<file path="src/rtl/regfile_port_sequencer.sv">
// regfile_port_sequencer
//   Moves a run of consecutive register-file entries to or from a
//   valid/ready stream. A load writes stream beats into the register file
//   through the write port (DA/D/W). A dump reads the register file through
//   read port A (SA/A) onto a registered output stream. Read port B (SB/B) is
//   passed straight through as an always-available peek path.
//
// Ports
//   clock, reset          rising-edge clock, synchronous active-low reset
//   start, mode           transfer request (IDLE only); 0 = load, 1 = dump
//   base, count           first register address, number of registers
//   in_data/in_valid/in_ready     load stream
//   out_data/out_valid/out_ready  dump stream (data/valid registered)
//   busy, done            not-IDLE flag, end-of-transfer pulse
//   peek_addr, peek_data  combinational peek through read port B
//   SA, SB, DA, D, W      register-file read/write addresses, write data/enable
//   A, B                  register-file read data (combinational from SA/SB)
module regfile_port_sequencer #(
  parameter int REGS  = 32,
  parameter int WIDTH = 64
) (
  input  logic             clock,
  input  logic             reset,
  input  logic             start,
  input  logic             mode,
  input  logic [4:0]       base,
  input  logic [5:0]       count,
  input  logic [WIDTH-1:0] in_data,
  input  logic             in_valid,
  output logic             in_ready,
  output logic [WIDTH-1:0] out_data,
  output logic             out_valid,
  input  logic             out_ready,
  output logic             busy,
  output logic             done,
  input  logic [4:0]       peek_addr,
  output logic [WIDTH-1:0] peek_data,
  output logic [4:0]       SA,
  output logic [4:0]       SB,
  output logic [4:0]       DA,
  output logic [WIDTH-1:0] D,
  output logic             W,
  input  logic [WIDTH-1:0] A,
  input  logic [WIDTH-1:0] B
);

  typedef enum logic [1:0] {IDLE, LOAD, DUMP, DONE} state_t;

  localparam logic [5:0] MAX_COUNT = 6'(REGS);

  state_t     state;
  state_t     state_nx;
  logic [4:0] ptr;
  logic [5:0] rem;
  logic [5:0] eff_count;
  logic       load_beat;
  logic       dump_take;

  // Requests longer than the register file are clipped to one full pass.
  assign eff_count = (count > MAX_COUNT) ? MAX_COUNT : count;
  assign load_beat = (state == LOAD) && in_valid;
  assign dump_take = (state == DUMP) && out_valid && out_ready;

  always_comb begin
    state_nx = state;
    case (state)
      IDLE: begin
        if (start) begin
          if (eff_count == 6'd0) state_nx = DONE;
          else if (mode)         state_nx = DUMP;
          else                   state_nx = LOAD;
        end
      end
      LOAD:    if (load_beat && rem == 6'd1) state_nx = DONE;
      DUMP:    if (dump_take && rem == 6'd1) state_nx = DONE;
      DONE:    state_nx = IDLE;
      default: state_nx = IDLE;
    endcase
  end

  always_comb begin
    in_ready  = 1'b0;
    W         = 1'b0;
    DA        = '0;
    D         = '0;
    SA        = ptr;
    SB        = peek_addr;
    peek_data = B;
    busy      = (state != IDLE);
    if (state == LOAD) begin
      in_ready = 1'b1;
      W        = in_valid;
      DA       = ptr;
      D        = in_data;
    end
  end

  always_ff @(posedge clock) begin
    if (!reset) state <= IDLE;
    else        state <= state_nx;
  end

  always_ff @(posedge clock) begin
    if (!reset) begin
      ptr       <= '0;
      rem       <= '0;
      out_data  <= '0;
      out_valid <= 1'b0;
      done      <= 1'b0;
    end else begin
      done <= (state_nx == DONE);
      case (state)
        IDLE: begin
          if (start) begin
            ptr <= base;
            rem <= eff_count;
          end
        end
        LOAD: begin
          if (in_valid) begin
            ptr <= ptr + 5'd1;
            rem <= rem - 6'd1;
          end
        end
        DUMP: begin
          // rem counts words not yet accepted; the priming read on entry
          // fills the output register without consuming one.
          if (!out_valid) begin
            out_data  <= A;
            out_valid <= 1'b1;
            ptr       <= ptr + 5'd1;
          end else if (out_ready) begin
            if (rem == 6'd1) begin
              out_valid <= 1'b0;
            end else begin
              out_data <= A;
              ptr      <= ptr + 5'd1;
              rem      <= rem - 6'd1;
            end
          end
        end
        default: ;
      endcase
    end
  end

endmodule

</file>
<file path="config.mk">
export PLATFORM = sky130hd
export DESIGN_NAME = regfile_port_sequencer
export DESIGN_NICKNAME = d
export VERILOG_FILES = /design/src/rtl/regfile_port_sequencer.sv
export SDC_FILE = /design/constraint.sdc
export NUM_CORES = 1
export LEC_CHECK = 0
export ABC_AREA = 1
export CORE_AREA = 3 3 166 168
export CTS_CLUSTER_SIZE = 10
export DETAILED_ROUTE_END_ITERATION = 8
export DIE_AREA = 0 0 169 171
export GPL_TIMING_DRIVEN = 0
export HOLD_SLACK_MARGIN = 0.12
export PLACE_DENSITY = 0.61
export SETUP_SLACK_MARGIN = 0.4
export SLEW_MARGIN = 20
export SYNTH_ARGS = -nofsm -noshare
export SYNTH_HDL_FRONTEND = slang
export SYNTH_SLANG_ARGS = --single-unit
export TNS_END_PERCENT = 1
</file>
<file path="constraint.sdc">
create_clock -name clock -period 5 [get_ports clock]
set_input_delay 1 -clock clock [delete_from_list [all_inputs] [get_ports clock]]
set_output_delay 1 -clock clock [all_outputs]
set_load 0.02 [all_outputs]
</file>
==> flow_summary.ini, run 1 <==
[yosys]
ys_async_sr_fraction_pct = 0
ys_top_cells_by_count = inv_1 (155), nand2_1 (123), dfxtp_1 (79)
synthSimpleGateAreaFrac_pct = 15.1
netlist_area_um2 = 4470
syn-num-nets = 893
synth.top_cells.by_area = dfxtp_1 (35%), inv_1 (13%), buf_4 (12%)
synth-edff-count = 0
synthMuxAreaShare_pct = 0.224
yosysWarnings = 0
yosys_register_bits = 79
ys_seq_area_share_pct = 35.4
synth.most_common_cell = inv_1
synth_top_area_share_pct = 35.4
synth_compound_area_share_pct = 17.2
synth-xor-area-share_pct = 0.392
synth_fa_ha_area_share_pct = 2.80
synth.distinct_cells = 28
synth_top_family_by_area = buffers and inverters
synth_ff_type = dfxtp_1
syn_inst = 669
synth_top_area_cell = dfxtp_1
synth.avg_cell_area_um2 = 6.68

[pwr]
power_density_nw_per_um2 = 366
combinationalPowerShare_pct = 48.9
p_leak_nw = 4.01
switchingPower_w = 0.00122
peakVddDrop_v = 0.000159
p_int_w = 0.00199
seq_power_share_pct = 27.6
switching_share_pct = 38.0
p_clk_share_pct = 23.5

[timing]
rsz0062_at_grt = false
final.period_utilization_pct = 78.3
skew_ns = 0.0139
final.setup.tns_ns = 0
finalHoldViolCount = 0
setup_viol = 0
tightest_slew_ns = 0.739
max-slew-margin-rel_pct = 50.7
slew_violations = 0
timing.fmax_ghz = 0.255
worst_slack_ns = 1.08
fin_crit_ns = 3.92

[floorplanning]
fp.dieW_um = 169
initial_core_util_pct = 17.2
die_h_um = 171
die-area_um2 = 28900
coreArea_um2 = 26100
num_rows = 59
pin_count = 426

[critical_path]
required_ns = 4.00
critical_path_class = reg2out
cp-end-kind = output port
rrSetupSlack_ns = 2.95
r2r-start = state[0]$_SDFF_PN0_
rr_worst_depth = 9
start_kind = flip-flop
rr_endpoint = SA[0]$_SDFFE_PN0P_
worstPathArrival_ns = 2.92
cp_max_fo = 10

[finish]
fin_cells = 1376
syn_to_final_growth_pct = 96.5
layout.nets = 1259
final_util_pct = 33.7
layout-drive-gt1-share_pct = 10.5
fillCellCount = 2731

[placement]
place.gp.congestion = 0.798
dp_slack_ns = 1.36
place_hpwl_um = 17700
placed_cells = 1359
portBuffers = 355

[grt]
grt_start_max_net_pins = 14
track_usage_pct = 13.4
grt_use_met1_pct = 13.2
grt_util_met3_pct = 5.06
grt_pass1_wl_um = 29700
antenna_found_initial = 2
grt-busiest-layer = met2
use_met2_pct = 26.0
grt_overflow_total = 0
grt_pass1_vias = 5193

[clock_network]
cts_buffer_depth = 2
cts_root_buf = clkbuf_16
cts_tree = done
clk_pin_slew_ns = 0.05
cts_setup_buffers = 0
h-tree-depth = 3
cts_resized = 0
clk_latency_ns = 0.34
cts_inserted_buffers = 9
hold_buffers = 0
clkSinkCount = 79

[hold_path]
min_from = out_data[18]$_SDFFE_PN0P_
hold_path_depth = 2
min_path_type = reg2reg
hold_end = out_data[18]$_SDFFE_PN0P_

[detailed_routing]
wl_per_cell_um = 15.2
first_iter_violations = 105
drtPass1Iterations = 4
drt-vias-per-instance = 3.85
drc = 0
finalWirelength_um = 20900
ant_nets = 0
vias = 5297

[job]
maxCapViolCount = 0

[run_status]
status = complete, no violations
layout by cell type (no fill, tap or decap), types with 7 or more instances in the layout:
master	synthesis	layout
a21oi_1	74	74
buf_2	10	10
buf_4	69	69
buf_6	7	7
clkbuf_1	11	12
clkbuf_16	0	9
clkdlybuf4s50_1	0	355
dfxtp_1	79	79
ha_1	10	10
inv_1	155	155
nand2_1	123	123
nand3_1	12	12
nor2_1	20	20
o21ai_0	22	22
o21ai_1	56	56
power by group through the flow:
stage	sequential, W	combinational (W)	clock, W
final	0.000889	0.00157	0.000756
after global routing	0.000910	0.00172	0.000808
after CTS	0.000889	0.00160	0.000786
after detailed placement	0.000901	0.00159	0
after global placement	0.000894	0.00159	0
after floorplan	0.00105	0.000680	0
cells by family (layout without fill, tap and decap cells):
| logic type | count (synthesis) | count (layout) |
|---|---|---|
| flops | 79 | 79 |
| buf+inv | 259 | 629 |
| xor+xnor | 2 | 2 |
| simple gates | 165 | 165 |
| compound gates | 153 | 153 |
| other cells | 0 | 2 |
| mux | 1 | 1 |
| fa+ha+maj | 10 | 10 |
state kept, by name (all words and copies together) (netlist names):
signal     cells
done           1
state          2
SA             5
out_valid      1
rem            6
out_data      64
worst max-delay path by stage:
| stage | endpoint | from | slack [ns] | depth (start not counted) |
|---|---|---|---|---|
| after floorplan | D[53] | state[1]$_SDFF_PN0_ | 2.35 | 7 |
| after global placement | D[57] | state[1]$_SDFF_PN0_ | 1.36 | 8 |
| after detailed placement | D[57] | state[1]$_SDFF_PN0_ | 1.36 | 8 |
| after CTS | D[57] | state[1]$_SDFF_PN0_ | 0.98 | 8 |
| after global routing | D[57] | state[1]$_SDFF_PN0_ | 0.85 | 8 |
| final | D[55] | state[1]$_SDFF_PN0_ | 1.08 | 8 |
area by class of cell:
| cell class | instances | area (um2) | share of cell area, % |
|---|---|---|---|
| repair buffers | 355 | 3550 | 40.4 |
| multi-input cells | 331 | 1590 | 18.1 |
| flip-flops and latches | 79 | 1580 | 18.0 |
| plain buffers | 100 | 699 | 7.96 |
| inverters | 159 | 597 | 6.79 |
| well taps | 335 | 419 | 4.77 |
| clock buffers | 10 | 229 | 2.61 |
| clock inverters | 5 | 108 | 1.22 |
| diodes | 2 | 5.00 | 0.0570 |
through the flow:
| stage | hold WS, ns | total power [W] | area [um2] |
|---|---|---|---|
| after floorplan | 0.459 | 0.00173 | 4470 |
| after global placement | 0.431 | 0.00248 | 8440 |
| after detailed placement | 0.436 | 0.00249 | 8440 |
| after CTS | 0.446 | 0.00327 | 8780 |
| after global routing | 0.462 | 0.00343 | 8790 |
| final | 0.441 | 0.00322 | 8790 |
critical path: stages (launching register included):
cell and delay, ns:
dfxtp_1 0.35, inv_1 0.16, ha_1 0.21, buf_2 0.29, clkbuf_1 0.49, buf_2 0.30, nand2_1 0.10, inv_1 0.07
clkdlybuf4s50_1 0.61
per-layer routing:
layer | vias up | routed length [um]
li1 | 2681 | -
met1 | 2374 | 7240
met2 | 229 | 11200
met3 | 13 | 2160
met4 | 0 | 253
met5 | - | 0
Note: power is estimated with default switching activity, not from simulation.
==> run 2, diff against run 1 <==
- CORE_AREA: 3 3 166 168 -> 3 3 165 167
- DIE_AREA: 0 0 169 171 -> 0 0 168 170
- PLACE_DENSITY: 0.61 -> 0.64
- clock period: 5 -> 3.5 ns (I/O delays scaled with it)
==> flow_summary.ini, run 2 (synthesized netlist as in run 1, its figures left out) <==
[floorplanning]
fp.dieW_um = 168
die_h_um = 170
initial_core_util_pct = 17.3
pin_count = 426
num_rows = 59
die-area_um2 = 28600
coreArea_um2 = 25900

[clock_network]
h-tree-depth = 3
hold_buffers = 0
cts_inserted_buffers = 9
cts_tree = done
clk_latency_ns = 0.34
cts_buffer_depth = 2
clkSinkCount = 79
clk_pin_slew_ns = 0.06
cts_root_buf = clkbuf_16
cts_setup_buffers = 0

[timing]
tightest_slew_ns = 0.792
timing.fmax_ghz = 0.317
max-slew-margin-rel_pct = 47.2
finalHoldViolCount = 0
rsz0062_at_grt = true
worst_slack_ns = 0.342
final.setup.tns_ns = 0
slew_violations = 0
setup_viol = 0
fin_crit_ns = 3.16
final.period_utilization_pct = 90.2
skew_ns = 0.00691

[finish]
final_common_cell = clkdlybuf4s50_1
top_register = out_data
final_cell_mix = clkdlybuf4s50_1 (353), inv_1 (155), nand2_1 (123)
layout.nets = 1259
syn_to_final_growth_pct = 97.2
layout-drive-gt1-share_pct = 10.8
fillCellCount = 2805
largest_reg_flops = 64

[placement]
place_hpwl_um = 18000
dp_slack_ns = 0.219
place.gp.congestion = 0.851
portBuffers = 355

[grt]
antenna_found_initial = 3
grt_pass1_vias = 5356
grt_overflow_total = 0
grt_pass1_wl_um = 30700
track_usage_pct = 13.8
grt_start_max_net_pins = 15

[critical_path]
cp-end-kind = output port
required_ns = 2.80
rrSetupSlack_ns = 1.51
cp_max_fo = 10
critical_path_class = reg2out
start_kind = flip-flop
worstPathArrival_ns = 2.46

[detailed_routing]
wl_per_cell_um = 15.2
drt-vias-per-instance = 3.86
first_iter_violations = 148
finalWirelength_um = 21000
vias = 5329
drc = 0
ant_nets = 0
drtPass1Iterations = 5

[pwr]
power_density_nw_per_um2 = 526
peakVddDrop_v = 0.000283
p_leak_nw = 4.04

[job]
maxCapViolCount = 0

[hold_path]
min_path_type = reg2reg

[run_status]
status = complete, no violations
run 2: cell types whose count changed in the layout (fill, tap and decap cells not counted), sizes merged:
| cell | before | now |
|---|---|---|
| clkdlybuf4s50 | 355 | 353 |
| diode | 2 | 4 |
| inv | 158 | 160 |
| buf | 89 | 88 |
| clkbuf | 21 | 22 |
| clkinv | 3 | 2 |
| dlygate4sd2 | 0 | 1 |
| dlymetal6s2s | 0 | 1 |
run 2: timing repair:
| item | 4_1_cts | 5_1_grt |
|---|---|---|
| gates resized for setup | 4 | 2 |
| endpoints found under the hold margin | 0 | 0 |
| endpoints found under the setup margin | 69 | 66 |
| pin swaps | 0 | 0 |
run 2: layout make-up:
| class | instances | area [um2] | area share [%] |
|---|---|---|---|
| antenna | 4 | 10.0 | 0.114 |
| buffer | 100 | 708 | 8.03 |
| clock buffer | 10 | 239 | 2.71 |
| clock inverter | 6 | 115 | 1.31 |
| inverter | 159 | 597 | 6.77 |
| multi-input combinational | 331 | 1590 | 18.1 |
| sequential | 79 | 1580 | 17.9 |
| tap | 335 | 419 | 4.75 |
| timing repair buffer | 355 | 3550 | 40.3 |
run 2: path summary, 6_finish.rpt:
check / startpoint / endpoint / cells past startpoint
max reg2reg: state[0]$_SDFF_PN0_ / SA[0]$_SDFFE_PN0P_ / 9
min: out_data[45]$_SDFFE_PN0P_ / out_data[45]$_SDFFE_PN0P_ / 2
min reg2reg: out_data[45]$_SDFFE_PN0P_ / out_data[45]$_SDFFE_PN0P_ / 2
max: state[1]$_SDFF_PN0_ / D[55] / 8
run 2: metrics by stage:
| step | util, % | instances | hold slack [ns] | total power (W) | cell area, um2 |
|---|---|---|---|---|---|
| finish | 34.0 | 1379 | 0.444 | 0.00464 | 8820 |
| global route | 34.0 | 1378 | 0.461 | 0.00496 | 8820 |
| CTS | 34.0 | 1375 | 0.446 | 0.00472 | 8800 |
| detailed placement | 32.6 | 1359 | 0.436 | 0.00355 | 8440 |
| global placement | 32.6 | 1359 | 0.431 | 0.00353 | 8440 |
| floorplan | - | 669 | 0.459 | 0.00247 | 4470 |
run 2: per-layer routing:
metal  routed length (um)  up-vias  track usage [%]
li1                     -     2681                -
met1                 7720     2372             14.7
met2                11000      254             25.4
met3                 1860       22             4.62
met4                  437        0             4.94
met5                    0        -                0
run 2: critical path, cell delays in order, from the launching register on:
cell and delay (ns):
dfxtp_1 0.35, inv_1 0.16, ha_1 0.20, buf_4 0.19
clkbuf_4 0.24, clkbuf_4 0.23, nand2_1 0.07, inv_1 0.06
clkdlybuf4s50_1 0.60
run 2: where the power goes:
part           leakage [nW]  internal, W  switching, W
clock                 0.175     0.000724      0.000409
combinational          3.22      0.00104       0.00120
sequential            0.649      0.00112      0.000156
total                  4.04      0.00288       0.00176
==> run 3, diff against run 2 <==
- MAX_ROUTING_LAYER: not set -> met4
- SLEW_MARGIN: 20 -> not set
==> flow_summary.ini, run 3 (synthesized netlist as in run 1, its figures left out) <==
[detailed_routing]
drtPass1Iterations = 4
first_iter_violations = 140
ant_nets = 0
finalWirelength_um = 21000
drc = 0
vias = 5327
wl_per_cell_um = 15.2
drt-vias-per-instance = 3.86

[finish]
final_cell_mix = clkdlybuf4s50_1 (353), inv_1 (155), nand2_1 (123)
fin_cells = 1379
layout.nets = 1259
final_area_um2 = 8820
fillCellCount = 2805
syn_to_final_growth_pct = 97.2
top_register = out_data
final_common_cell = clkdlybuf4s50_1
layout-drive-gt1-share_pct = 10.8
largest_reg_flops = 64

[timing]
final.period_utilization_pct = 90.1
timing.fmax_ghz = 0.317
max-slew-margin-rel_pct = 47.4
slew_violations = 0
tightest_slew_ns = 0.789
skew_ns = 0.00756
finalHoldViolCount = 0
setup_viol = 0
final.setup.tns_ns = 0
rsz0062_at_grt = true
worst_slack_ns = 0.347
fin_crit_ns = 3.15

[pwr]
switching_share_pct = 38.0
total_power_w = 0.00464
combinationalPowerShare_pct = 48.2
switchingPower_w = 0.00176
p_clk_share_pct = 24.4
power_density_nw_per_um2 = 526
seq_power_share_pct = 27.5
p_int_w = 0.00288
p_leak_nw = 4.04
peakVddDrop_v = 0.000283

[critical_path]
required_ns = 2.80
cp_max_fo = 10
cp_cell_sequence = inv_1, ha_1, buf_4, clkbuf_4, clkbuf_4, nand2_1, inv_1, clkdlybuf4s50_1
worstPathArrival_ns = 2.45
slowest_stage = clkdlybuf4s50_1
cp-end-kind = output port
crit_family = buffers and inverters
slowest_delay_ns = 0.60
path_buf_inv = 6
start_kind = flip-flop
critical_path_class = reg2out

[grt]
grt_pass1_vias = 5394
grt_overflow_total = 0
grt_start_max_net_pins = 15
antenna_found_initial = 3
grt_pass1_wl_um = 30600
track_usage_pct = 14.2

[hold_path]
min_path_type = reg2reg

[clock_network]
clk_latency_ns = 0.34
clkSinkCount = 79
cts_buffer_depth = 2
cts_root_buf = clkbuf_16
hold_buffers = 0
cts_inserted_buffers = 9
clk_pin_slew_ns = 0.06
cts_tree = done
h-tree-depth = 3

[placement]
placed_cells = 1359
place_hpwl_um = 18000
place.gp.congestion = 0.865
portBuffers = 355
placed_area_um2 = 8440
dp_slack_ns = 0.219

[floorplanning]
fp.dieW_um = 168
die-area_um2 = 28600
initial_core_util_pct = 17.3
num_rows = 59
die_h_um = 170
pin_count = 426
coreArea_um2 = 25900

[job]
maxCapViolCount = 0

[run_status]
status = complete, no violations
[run 3: final timing paths]
check                            start                   endpoint  slack [ns]  cells past startpoint
max                state[1]$_SDFF_PN0_                      D[55]        0.35                      8
min          out_data[45]$_SDFFE_PN0P_  out_data[45]$_SDFFE_PN0P_        0.44                      2
max reg2reg        state[0]$_SDFF_PN0_         SA[0]$_SDFFE_PN0P_        1.50                      9
min reg2reg  out_data[45]$_SDFFE_PN0P_  out_data[45]$_SDFFE_PN0P_        0.44                      2
[run 3: cell type report]
type / instances / area [um2] / share of cell area [%]
repair buffers: 355 / 3550 / 40.3
plain buffers: 100 / 708 / 8.03
clock buffers: 10 / 239 / 2.71
multi-input cells: 331 / 1590 / 18.1
inverters: 159 / 597 / 6.77
flip-flops and latches: 79 / 1580 / 17.9
well taps: 335 / 419 / 4.75
diodes: 4 / 10.0 / 0.114
clock inverters: 6 / 115 / 1.31
[run 3: metrics by stage]
stage	hold WS (ns)	util (%)
detailed placement	0.436	32.6
finish	0.444	34.0
floorplan	0.459	-
global placement	0.431	32.6
CTS	0.446	34.0
global route	0.461	34.0
[run 3: metal layers]
metal,track usage [%],vias up,part of all wire [%]
met2,25.4,249,52
met3,3.67,23,7.3
met4,4.94,0,2.1
met1,15.3,2377,38
met5,-,-,0
li1,-,2678,-
[run 3: power groups by stage]
stage               Clock, W  Combinational (W)  Sequential, W
floorplan                  0           0.000971        0.00150
global placement           0            0.00224        0.00128
detailed placement         0            0.00226        0.00129
CTS                  0.00117            0.00227        0.00128
global route         0.00121            0.00244        0.00131
finish               0.00113            0.00224        0.00127
[run 3: what timing repair did]
action                     CTS  global route
gates resized for setup      4             2
setup endpoints to repair   69            66
buffers inserted             0             0
hold endpoints to repair     0             0
[run 3: worst reg2reg max path: cells and delay by family (launching register included)]
kind,cells,cell delay (ns)
compound gates,1,0.25
flops,1,0.43
buf+inv,4,0.74
fa+ha+maj,1,0.29
simple gates,3,0.22
